<file path="src/rtl/add16u_mon_pkg.sv">
// Shared types for the approximate-adder error monitor: FSM states, default operand width
// and the stats record layout (sized for the widest supported window).
package add16u_mon_pkg;

    localparam int ADD_WIDTH    = 16;
    localparam int MAX_WIN_LOG2 = 16;

    typedef enum logic [1:0] {
        ACCUM  = 2'd0,
        DRAIN  = 2'd1,
        REPORT = 2'd2
    } mon_state_e;

    typedef struct packed {
        logic [ADD_WIDTH:0]              wce;
        logic [ADD_WIDTH+MAX_WIN_LOG2:0] sae;
        logic [MAX_WIN_LOG2:0]           errcnt;
    } stat_rec_t;

endpackage

</file>
<file path="src/rtl/add16u_err_calc.sv">
// First pipeline stage: exact sum of the operands and absolute distance of the approximate
// result from it, registered together with a valid bit.
module add16u_err_calc
    import add16u_mon_pkg::*;
#(
    parameter int WIDTH = ADD_WIDTH
) (
    input  logic           clk,
    input  logic           rst_n,
    input  logic           flush_i,
    input  logic           vld_i,
    input  logic [WIDTH-1:0] a_i,
    input  logic [WIDTH-1:0] b_i,
    input  logic [WIDTH:0] o_i,
    output logic           vld_o,
    output logic [WIDTH:0] diff_o
);

    function automatic logic [WIDTH:0] absdiff(input logic [WIDTH:0] x, input logic [WIDTH:0] y);
        return (x >= y) ? (x - y) : (y - x);
    endfunction

    logic [WIDTH:0] exact_p0;
    logic [WIDTH:0] diff_p0;
    logic           vld_p1_q;
    logic [WIDTH:0] diff_p1_q;

    assign exact_p0 = {1'b0, a_i} + {1'b0, b_i};
    assign diff_p0  = absdiff(o_i, exact_p0);

    // ---- p0 -> p1 ----
    always_ff @(posedge clk or negedge rst_n) begin
        if (!rst_n) begin
            vld_p1_q <= 1'b0;
        end else begin
            vld_p1_q <= vld_i & ~flush_i;
        end
    end

    always_ff @(posedge clk) begin
        if (vld_i) begin
            diff_p1_q <= diff_p0;
        end
    end

    assign vld_o  = vld_p1_q;
    assign diff_o = diff_p1_q;

endmodule

</file>
<file path="src/rtl/add16u_err_monitor.sv">
// Accumulates WCE, sum of absolute error and error count over windows of 2**WIN_LOG2 samples
// and emits one registered stats record per window over a valid/ready handshake.
module add16u_err_monitor
    import add16u_mon_pkg::*;
#(
    parameter  int WIDTH    = ADD_WIDTH,
    parameter  int WIN_LOG2 = 10,
    localparam int ACC_W    = WIDTH + 1 + WIN_LOG2
) (
    input  logic                clk,
    input  logic                rst_n,
    input  logic                clear,
    input  logic                in_valid,
    output logic                in_ready,
    input  logic [WIDTH-1:0]    in_a,
    input  logic [WIDTH-1:0]    in_b,
    input  logic [WIDTH:0]      in_o,
    output logic                stat_valid,
    input  logic                stat_ready,
    output logic [WIDTH:0]      stat_wce,
    output logic [ACC_W-1:0]    stat_sae,
    output logic [WIN_LOG2:0]   stat_errcnt
);

    localparam logic [WIN_LOG2:0] WIN_LAST = {1'b0, {WIN_LOG2{1'b1}}};
    localparam logic [WIN_LOG2:0] CNT_ONE  = {{WIN_LOG2{1'b0}}, 1'b1};

    mon_state_e          state_q, state_d;
    logic                rdy_en_q;
    logic                drain_q, drain_d;
    logic [WIN_LOG2:0]   cnt_q, cnt_d;
    logic [WIDTH:0]      wce_q, wce_d;
    logic [ACC_W-1:0]    sae_q, sae_d;
    logic [WIN_LOG2:0]   err_q, err_d;
    logic                snap;
    logic [WIDTH:0]      stat_wce_q;
    logic [ACC_W-1:0]    stat_sae_q;
    logic [WIN_LOG2:0]   stat_err_q;

    logic                accept;
    logic                vld_p1;
    logic [WIDTH:0]      diff_p1;

    // in_ready stays low until the first edge after reset release
    assign in_ready   = rdy_en_q && (state_q == ACCUM) && !clear;
    assign accept     = in_valid && in_ready;
    assign stat_valid = (state_q == REPORT);

    add16u_err_calc #(.WIDTH(WIDTH)) u_calc (
        .clk     (clk),
        .rst_n   (rst_n),
        .flush_i (clear),
        .vld_i   (accept),
        .a_i     (in_a),
        .b_i     (in_b),
        .o_i     (in_o),
        .vld_o   (vld_p1),
        .diff_o  (diff_p1)
    );

    // ---- p1 -> p2: accumulate, sequence windows ----
    always_comb begin
        state_d = state_q;
        drain_d = 1'b0;
        cnt_d   = cnt_q;
        wce_d   = wce_q;
        sae_d   = sae_q;
        err_d   = err_q;
        snap    = 1'b0;

        if (vld_p1) begin
            if (diff_p1 > wce_q) begin
                wce_d = diff_p1;
            end
            sae_d = sae_q + ACC_W'(diff_p1);
            if (diff_p1 != '0) begin
                err_d = err_q + CNT_ONE;
            end
        end

        unique case (state_q)
            ACCUM: begin
                if (accept) begin
                    cnt_d = cnt_q + CNT_ONE;
                    if (cnt_q == WIN_LAST) begin
                        state_d = DRAIN;
                    end
                end
            end
            DRAIN: begin
                // second drain cycle: S1 is empty and the accumulators hold the final window
                drain_d = 1'b1;
                if (drain_q) begin
                    state_d = REPORT;
                    snap    = 1'b1;
                end
            end
            REPORT: begin
                if (stat_ready) begin
                    state_d = ACCUM;
                    cnt_d   = '0;
                    wce_d   = '0;
                    sae_d   = '0;
                    err_d   = '0;
                end
            end
            default: begin
                state_d = ACCUM;
            end
        endcase

        if (clear) begin
            state_d = ACCUM;
            drain_d = 1'b0;
            snap    = 1'b0;
            cnt_d   = '0;
            wce_d   = '0;
            sae_d   = '0;
            err_d   = '0;
        end
    end

    always_ff @(posedge clk or negedge rst_n) begin
        if (!rst_n) begin
            state_q    <= ACCUM;
            rdy_en_q   <= 1'b0;
            drain_q    <= 1'b0;
            cnt_q      <= '0;
            wce_q      <= '0;
            sae_q      <= '0;
            err_q      <= '0;
            stat_wce_q <= '0;
            stat_sae_q <= '0;
            stat_err_q <= '0;
        end else begin
            state_q  <= state_d;
            rdy_en_q <= 1'b1;
            drain_q  <= drain_d;
            cnt_q    <= cnt_d;
            wce_q    <= wce_d;
            sae_q    <= sae_d;
            err_q    <= err_d;
            if (snap) begin
                stat_wce_q <= wce_q;
                stat_sae_q <= sae_q;
                stat_err_q <= err_q;
            end
        end
    end

    assign stat_wce    = stat_wce_q;
    assign stat_sae    = stat_sae_q;
    assign stat_errcnt = stat_err_q;

endmodule

</file>
<file path="config.mk">
export PLATFORM = sky130hd
export DESIGN_NAME = add16u_err_monitor
export DESIGN_NICKNAME = d
export VERILOG_FILES = /design/src/rtl/add16u_mon_pkg.sv /design/src/rtl/add16u_err_calc.sv /design/src/rtl/add16u_err_monitor.sv
export SDC_FILE = /design/constraint.sdc
export NUM_CORES = 1
export LEC_CHECK = 0
export CAP_MARGIN = 20
export CORE_UTILIZATION = 50
export DETAILED_ROUTE_END_ITERATION = 8
export HOLD_SLACK_MARGIN = 0.08
export PLACE_DENSITY = 0.73
export REMOVE_ABC_BUFFERS = 1
export SYNTH_ARGS = -nofsm -noshare
export SYNTH_HDL_FRONTEND = slang
export SYNTH_SLANG_ARGS = --single-unit
</file>
<file path="constraint.sdc">
create_clock -name clk -period 3 [get_ports clk]
set_input_delay 0.3 -clock clk [delete_from_list [all_inputs] [get_ports clk]]
set_output_delay 0.3 -clock clk [all_outputs]
set_load 0.01 [all_outputs]
</file>
Yosys cells after proc, flatten, opt, wreduce, memory -nomap -nowiden
Cells that the tools add are included.
{ "op_classes": {"addsub": 6, "n_mul": 0, "div": 0, "magnitude_cmp": 2, "n_eq_ne": 7, "shift": 0, "muxes": 30, "bitwise_logic": 2, "reduce_logical": 9} }
{ "ops": {"columns": ["op", "n"], "rows": [
  ["27-bit two-way mux", 4],
  ["17-bit two-way mux", 6],
  ["11-bit two-way mux", 8],
  ["17-bit subtractor", 2],
  ["27-bit by 17-bit adder with 27-bit output", 1],
  ["11-bit by 1-bit adder with 11-bit output (second input constant)", 2],
  ["11-bit one-hot mux with 2 select lines", 1],
  ["16-bit by 16-bit adder with 17-bit output", 1],
  ["17-bit >= comparator", 1],
  ["17-bit greater-than comparator", 1],
  ["17-bit nonzero test", 1],
  ["11-bit by 10-bit equality test with 1-bit output (second input constant)", 1],
  ["2-bit two-way mux", 5],
  ["3-bit by 2-bit inequality test with 1-bit output (second input constant)", 3],
  ["2-bit one-hot mux with 3 select lines", 1],
  ["1-bit two-way mux", 5],
  ["4-bit AND reduction", 1],
  ["1-bit logical AND", 3],
  ["3-bit inequality test (second input constant)", 1],
  ["3-bit AND reduction", 1],
  ["3-bit nonzero test", 1],
  ["2-bit by 1-bit equality test with 1-bit output (second input constant)", 1],
  ["2-bit equality test (second input constant)", 1],
  ["2-bit logical NOT", 1],
  ["other kinds (3)", 3]
]} }
{ "word_totals": {"regBits": 143, "latchBits": 0, "ram_bits": 0, "rom_bits": 0, "in_bits": 54, "output_inout_bits": 57, "mem_count": 0} }

Longest topological paths before layout
{ "depth": {"depth_word": 7, "depth_mapped": 20, "ltp_nobuf": 17} }

By module
A second synthesis with hierarchy kept.
{ "unflattened": {"hier_cells": 950, "hier_area_um2": 9429.0} }
{ "modules_own_cells": {"columns": ["mod", "n_inst", "cells_each", "area_per_inst_um2", "seq_area_each_um2"], "rows": [
  ["add16u_err_monitor", 1, 595, 6423.7, 3128.0],
  ["add16u_err_calc", 1, 355, 3005.4, 535.5]
]} }

Least setup slack after synthesis
No wires, ideal clock.
{ "synth_timing": {"path_kind": "input-to-reg", "from": "in in_a[0]", "to": "reg u_calc.diff_p1_q[15], in the netlist u_calc.diff_o[15], data pin", "setup_ps": 263, "t_arrival_ps": 3696, "path_slack_ps": -959, "stages": 20, "path_buffers": 3, "path_cell_list": "ha_1 > fa_1 > a21o_1 > a21oi_1 > o21a_1 > o31ai_1 > a21o_1 > a21o_1 > xor2_1 > ha_1 > buf_4 > nand4_1 > nor2_1 > a311oi_2 > o21ai_1 > a21o_1 > buf_6 > buf_12 > mux2i_1 > xor2_1"} }
{ "synth_between": {"elab_chain_len": 3, "elab_cells_between_ends": 5} }
{ "synth_rtl": {"columns": ["element", "line_no", "text"], "rows": [
  ["start: declaration", "add16u_err_monitor.sv:15", "input logic [WIDTH-1:0] in_a,"],
  ["16-bit by 16-bit adder with 17-bit output *", "add16u_err_calc.sv:28", "assign exact_p0 = {1'b0, a_i} + {1'b0, b_i};"],
  ["17-bit subtractor or 17-bit >= comparator (tied branches)", "add16u_err_calc.sv:20", "return (x >= y) ? (x - y) : (y - x);"],
  ["17-bit two-way mux *", "add16u_err_calc.sv:20", null],
  ["named net u_calc.diff_p0[15]", "add16u_err_calc.sv:24", "logic [WIDTH:0] diff_p0;"],
  ["end signal: assignment", "add16u_err_calc.sv:42", "diff_p1_q <= diff_p0;"],
  ["end: declaration", "add16u_err_calc.sv:26", "logic [WIDTH:0] diff_p1_q;"]
]} }
The timed path passes the listed nets; every way through them passes the cells marked *.
A chain may end at the register's enable or synchronous reset.

Worst setup path in the final report
{ "layout_timing": {"from": "in in_b[1]", "to": "reg u_calc.diff_p1_q[16], in the netlist u_calc.diff_o[16], data pin"} }
{ "layout_between": {"elab_chain_len": 3, "elab_cells_between_ends": 5} }
{ "layout_rtl": {"columns": ["element", "line_no", "text"], "rows": [
  ["start: declaration", "add16u_err_monitor.sv:16", "input logic [WIDTH-1:0] in_b,"],
  ["16-bit by 16-bit adder with 17-bit output *", "add16u_err_calc.sv:28", null],
  ["17-bit subtractor or 17-bit >= comparator (tied branches)", "add16u_err_calc.sv:20", null],
  ["17-bit two-way mux *", "add16u_err_calc.sv:20", null],
  ["named net u_calc.diff_p0[16]", "add16u_err_calc.sv:24", null]
]} }
Marks and branches as above.

==> impl_metrics.prom <==
# TYPE chip_impl_metric gauge
chip_impl_metric{name="global_route.usage.total",unit=""} 0.236
chip_impl_metric{name="synth_warnings",unit=""} 0
chip_impl_metric{name="synth_cell_types",unit=""} 65
chip_impl_metric{name="grt_start_max_net_pins",unit=""} 57
chip_impl_metric{name="fmaxAchievable",unit="MHz"} 289
chip_impl_metric{name="timing.final.hold_violations",unit=""} 0
chip_impl_metric{name="critical_path.max_fanout",unit=""} 7
chip_impl_metric{name="boundaryPins",unit=""} 111
chip_impl_metric{name="die-area",unit="mm²"} 0.0194
chip_impl_metric{name="synthArstFlopShare",unit=""} 0.881
chip_impl_info{name="most_frequent_cp_cell",value="sky130_fd_sc_hd__xnor2_1"} 1
chip_impl_metric{name="grt_pass1_wl",unit="µm"} 37200
chip_impl_metric{name="number_of_antenna_cells_inserted",unit=""} 0
chip_impl_metric{name="skew",unit="ps"} 11.1
chip_impl_metric{name="wl",unit="µm"} 21900
chip_impl_metric{name="grt_antenna_before_repair",unit=""} 0
chip_impl_metric{name="hold_slack",unit="ps"} 468
chip_impl_metric{name="finalSetupTns",unit="ps"} -6440
chip_impl_info{name="most_common_cell_after_layout_fill_and_taps_aside",value="sky130_fd_sc_hd__buf_4"} 1
chip_impl_metric{name="multiInputGateArea",unit="mm²"} 0.00560
chip_impl_metric{name="critical_path_arrival",unit="ps"} 3630
chip_impl_metric{name="slowest_delay",unit="ps"} 350
chip_impl_metric{name="cp_num_buf_inv",unit=""} 3
chip_impl_metric{name="num_vias",unit=""} 7792
chip_impl_metric{name="route.met2.wl",unit="µm"} 10900
chip_impl_metric{name="drt-met1-wl",unit="µm"} 9690
chip_impl_metric{name="post-synth-top-area-fraction",unit=""} 0.334
chip_impl_metric{name="p_leak",unit="nW"} 5.87
chip_impl_metric{name="power-per-cell-area",unit="mW/mm²"} 595
chip_impl_metric{name="wl_met3",unit="µm"} 717
chip_impl_info{name="netlist.top_cell.by_area",value="sky130_fd_sc_hd__dfrtp_1"} 1
chip_impl_metric{name="route.detailed.wl_per_inst",unit="µm"} 15.4
chip_impl_info{name="cp-end-kind",value="flop"} 1
chip_impl_metric{name="post_synth.cell_area_avg",unit="µm²"} 9.85
chip_impl_metric{name="clkSinkCount",unit=""} 143
chip_impl_info{name="crit_type",value="primary input to flop"} 1
chip_impl_metric{name="place_hpwl",unit="µm"} 16400
chip_impl_metric{name="netlist_area",unit="mm²"} 0.00944
chip_impl_info{name="rsz0062_at_grt",value="true"} 1
chip_impl_metric{name="vdd.ir_drop.worst",unit="V"} 0.000291
chip_impl_metric{name="period_share",unit=""} 1.15
chip_impl_metric{name="portBuffers",unit=""} 110
chip_impl_metric{name="final_nets",unit=""} 1325
chip_impl_metric{name="required_time_of_the_worst_setup_path",unit="ps"} 3170
chip_impl_info{name="crit_path_start_kind",value="primary input"} 1
chip_impl_metric{name="drc",unit=""} 0
chip_impl_info{name="post_synth_main_area_contributors",value="sky130_fd_sc_hd__dfrtp_1, sky130_fd_sc_hd__ha_1, sky130_fd_sc_hd__mux2_2"} 1
chip_impl_metric{name="synth_enable_flop_cells",unit=""} 17
chip_impl_metric{name="cts_buffer_count",unit=""} 17
chip_impl_info{name="run_status",value="complete, but fails checks"} 1
chip_impl_metric{name="ys_seq_area_frac",unit=""} 0.388
chip_impl_metric{name="insertion_delay",unit="ps"} 420
chip_impl_info{name="final_cell_mix",value="sky130_fd_sc_hd__buf_4, sky130_fd_sc_hd__dfrtp_1, sky130_fd_sc_hd__clkdlybuf4s50_1"} 1
chip_impl_info{name="critical_path.slowest_cell",value="sky130_fd_sc_hd__a211o_1"} 1
chip_impl_metric{name="grt_pass1_vias",unit=""} 7931
chip_impl_info{name="failed_checks",value="setup timing"} 1
chip_impl_metric{name="areaGrowthSynthToFinish",unit="%"} 32.8
chip_impl_metric{name="drive_gt1_frac",unit=""} 0.244
chip_impl_info{name="synth_top_flop_cell",value="sky130_fd_sc_hd__dfrtp_1"} 1
chip_impl_info{name="worst_r2r_startpoint",value="u_calc.diff_o[8]$_DFFE_PP_"} 1
chip_impl_metric{name="drt_pass1_iterations",unit=""} 5
chip_impl_metric{name="final.fill_count",unit=""} 1380
chip_impl_metric{name="die-height",unit="µm"} 139
chip_impl_metric{name="place.gp.congestion",unit=""} 0.892
chip_impl_metric{name="post-route-worst-setup-slack",unit="ps"} -462
chip_impl_metric{name="post-place-cells",unit=""} 1379
chip_impl_info{name="worst_flop_to_flop_path_endpoint",value="sae_q[26]$_DFF_PN0_"} 1
chip_impl_metric{name="initial_core_util",unit=""} 0.518
chip_impl_info{name="hold_class",value="primary input to async pin"} 1
chip_impl_metric{name="cap_violations",unit=""} 0
chip_impl_metric{name="initialDrtViolationCount",unit=""} 372
chip_impl_metric{name="postSynthRegisterBits",unit=""} 143
chip_impl_metric{name="clock_path_buffers",unit=""} 2
chip_impl_metric{name="syn_inst",unit=""} 958
chip_impl_metric{name="overflow",unit=""} 0
chip_impl_metric{name="r2r_slack",unit="ps"} 310
chip_impl_metric{name="tightest_slew",unit="ps"} 732
chip_impl_metric{name="sequential_cell_area",unit="mm²"} 0.00366
chip_impl_info{name="uppermost_layer_routed",value="met4"} 1
chip_impl_metric{name="drt.antenna.violating_nets",unit=""} 0
chip_impl_metric{name="clkSlewWorstSetupHoldPaths",unit="ps"} 60
chip_impl_metric{name="slew-limit-headroom",unit=""} 0.512
chip_impl_metric{name="worst-r2r-cell-count",unit=""} 8
chip_impl_info{name="cts_root_buffer",value="sky130_fd_sc_hd__clkbuf_16"} 1
chip_impl_metric{name="ctsHtreeMaxLevel",unit=""} 4
chip_impl_metric{name="core_area",unit="mm²"} 0.0182
chip_impl_metric{name="via_per_inst",unit=""} 5.47
chip_impl_metric{name="layoutNonFillerInstCount",unit=""} 1424
chip_impl_metric{name="setup_violations",unit=""} 16
chip_impl_metric{name="floorplan.die.width",unit="µm"} 139
chip_impl_metric{name="finalCriticalPeriod",unit="ps"} 3460
chip_impl_metric{name="placement_rows",unit=""} 49
chip_impl_metric{name="finalMaxSlewViolations",unit=""} 0
chip_impl_info{name="timing.critical_path.cells",value="buf_8 > ha_4 > a21oi_4 > nor2b_4 > o31a_1 > a211o_1 > a21oi_2 > a311o_1 > xnor2_1 > ha_1 > buf_6 > nand4_1 > nor2_1 > a311oi_2 > o21ai_1 > a21o_4 > buf_16 > mux2i_4 > xnor2_1"} 1
chip_impl_info{name="tritoncts",value="built"} 1
chip_impl_info{name="critPathTopFamily",value="compound AO/OA/AOI/OAI gates"} 1
==> worst reg2reg max path, stage by stage, from the launching register on <==
cell	delay (ps)
sky130_fd_sc_hd__edfxtp_1	490
sky130_fd_sc_hd__ha_1	430
sky130_fd_sc_hd__and3_1	210
sky130_fd_sc_hd__nand3_1	120
sky130_fd_sc_hd__or3_1	470
sky130_fd_sc_hd__a31oi_2	330
sky130_fd_sc_hd__nand4_1	160
sky130_fd_sc_hd__or3_1	340
sky130_fd_sc_hd__nand2_1	80
==> metal layers <==
layer	vias up	GRT usage
li1	3873	-
met1	3694	0.291
met2	182	0.413
met3	43	0.0379
met4	0	0.0942
met5	-	0
==> synth_stat cells, types with 9 or more instances <==
master	instances
sky130_fd_sc_hd__and3_1	11
sky130_fd_sc_hd__mux2i_1	27
sky130_fd_sc_hd__dfrtp_1	126
sky130_fd_sc_hd__buf_2	9
sky130_fd_sc_hd__a21oi_1	64
sky130_fd_sc_hd__nand3_1	46
sky130_fd_sc_hd__nor3_1	12
sky130_fd_sc_hd__o21a_1	14
sky130_fd_sc_hd__nor2_1	61
sky130_fd_sc_hd__xnor2_1	33
sky130_fd_sc_hd__ha_1	85
sky130_fd_sc_hd__mux2_2	58
sky130_fd_sc_hd__o21ai_0	49
sky130_fd_sc_hd__nand2_1	60
sky130_fd_sc_hd__a21o_1	26
sky130_fd_sc_hd__clkbuf_1	17
sky130_fd_sc_hd__a31oi_1	11
sky130_fd_sc_hd__edfxtp_1	17
sky130_fd_sc_hd__inv_1	63
sky130_fd_sc_hd__nand4_1	14
sky130_fd_sc_hd__xor2_1	33
==> cell families after synthesis <==
family	share of synthesized area
xor+xnor	0.0613
simple gates	0.136
flops	0.388
mux	0.0979
fa+ha+maj	0.121
buf+inv	0.0491
compound gates	0.146
other cells	0.000397
==> power by group <==
group	leakage, nW	internal (mW)	switching [mW]
Clock	0.292	1.26	0.847
Sequential	1.89	2.23	0.208
Combinational	3.69	1.49	1.42
Total	5.87	4.99	2.47
==> stage by stage <==
stage | setup slack [ps] | utilization | total power [mW] | instance area, µm²
2_1_floorplan | -1190 | - | 4.09 | 9210
3_5_place_dp | -1360 | 0.636 | 5.20 | 11600
6_report | -462 | 0.688 | 7.46 | 12500
3_3_place_gp | -1290 | 0.636 | 5.13 | 11600
4_1_cts | -514 | 0.681 | 7.40 | 12400
5_1_grt | -616 | 0.688 | 7.91 | 12500
==> worst max path at each step <==
stage	depth (start not counted)	endpoint	slack, ps	from
2_1_floorplan	17	u_calc.diff_o[12]$_DFFE_PP_	-1190	in_a[0]
3_3_place_gp	20	u_calc.diff_o[9]$_DFFE_PP_	-1290	in_a[0]
3_5_place_dp	20	u_calc.diff_o[10]$_DFFE_PP_	-1360	in_a[0]
4_1_cts	19	u_calc.diff_o[9]$_DFFE_PP_	-510	in_b[1]
5_1_grt	19	u_calc.diff_o[16]$_DFFE_PP_	-620	in_b[1]
6_report	19	u_calc.diff_o[16]$_DFFE_PP_	-460	in_b[1]
==> layout make-up <==
class	instances	area share
inverters	63	0.0189
well taps	229	0.0229
clock inverters	13	0.0119
flip-flops and latches	143	0.292
repair buffers	245	0.172
multi-input cells	712	0.447
clock buffers	19	0.0353
==> repair_timing <==
action                                  in CTS  in global routing
pin swaps                                   42                 40
cloned                                       1                  0
setup buffers                                7                  6
hold buffers                                 1                  0
resized for setup                           85                 31
endpoints found under the setup margin      16                 16
endpoints found under the hold margin       54                  0
==> registers in the layout (all words and copies together) (netlist names), 11 cells and up <==
name / count
sae_q: 27
stat_wce: 17
stat_sae: 27
u_calc.diff_o: 17
wce_q: 17
stat_errcnt: 11
err_q: 11
cnt_q: 11
(Power assumes the default switching activity.)
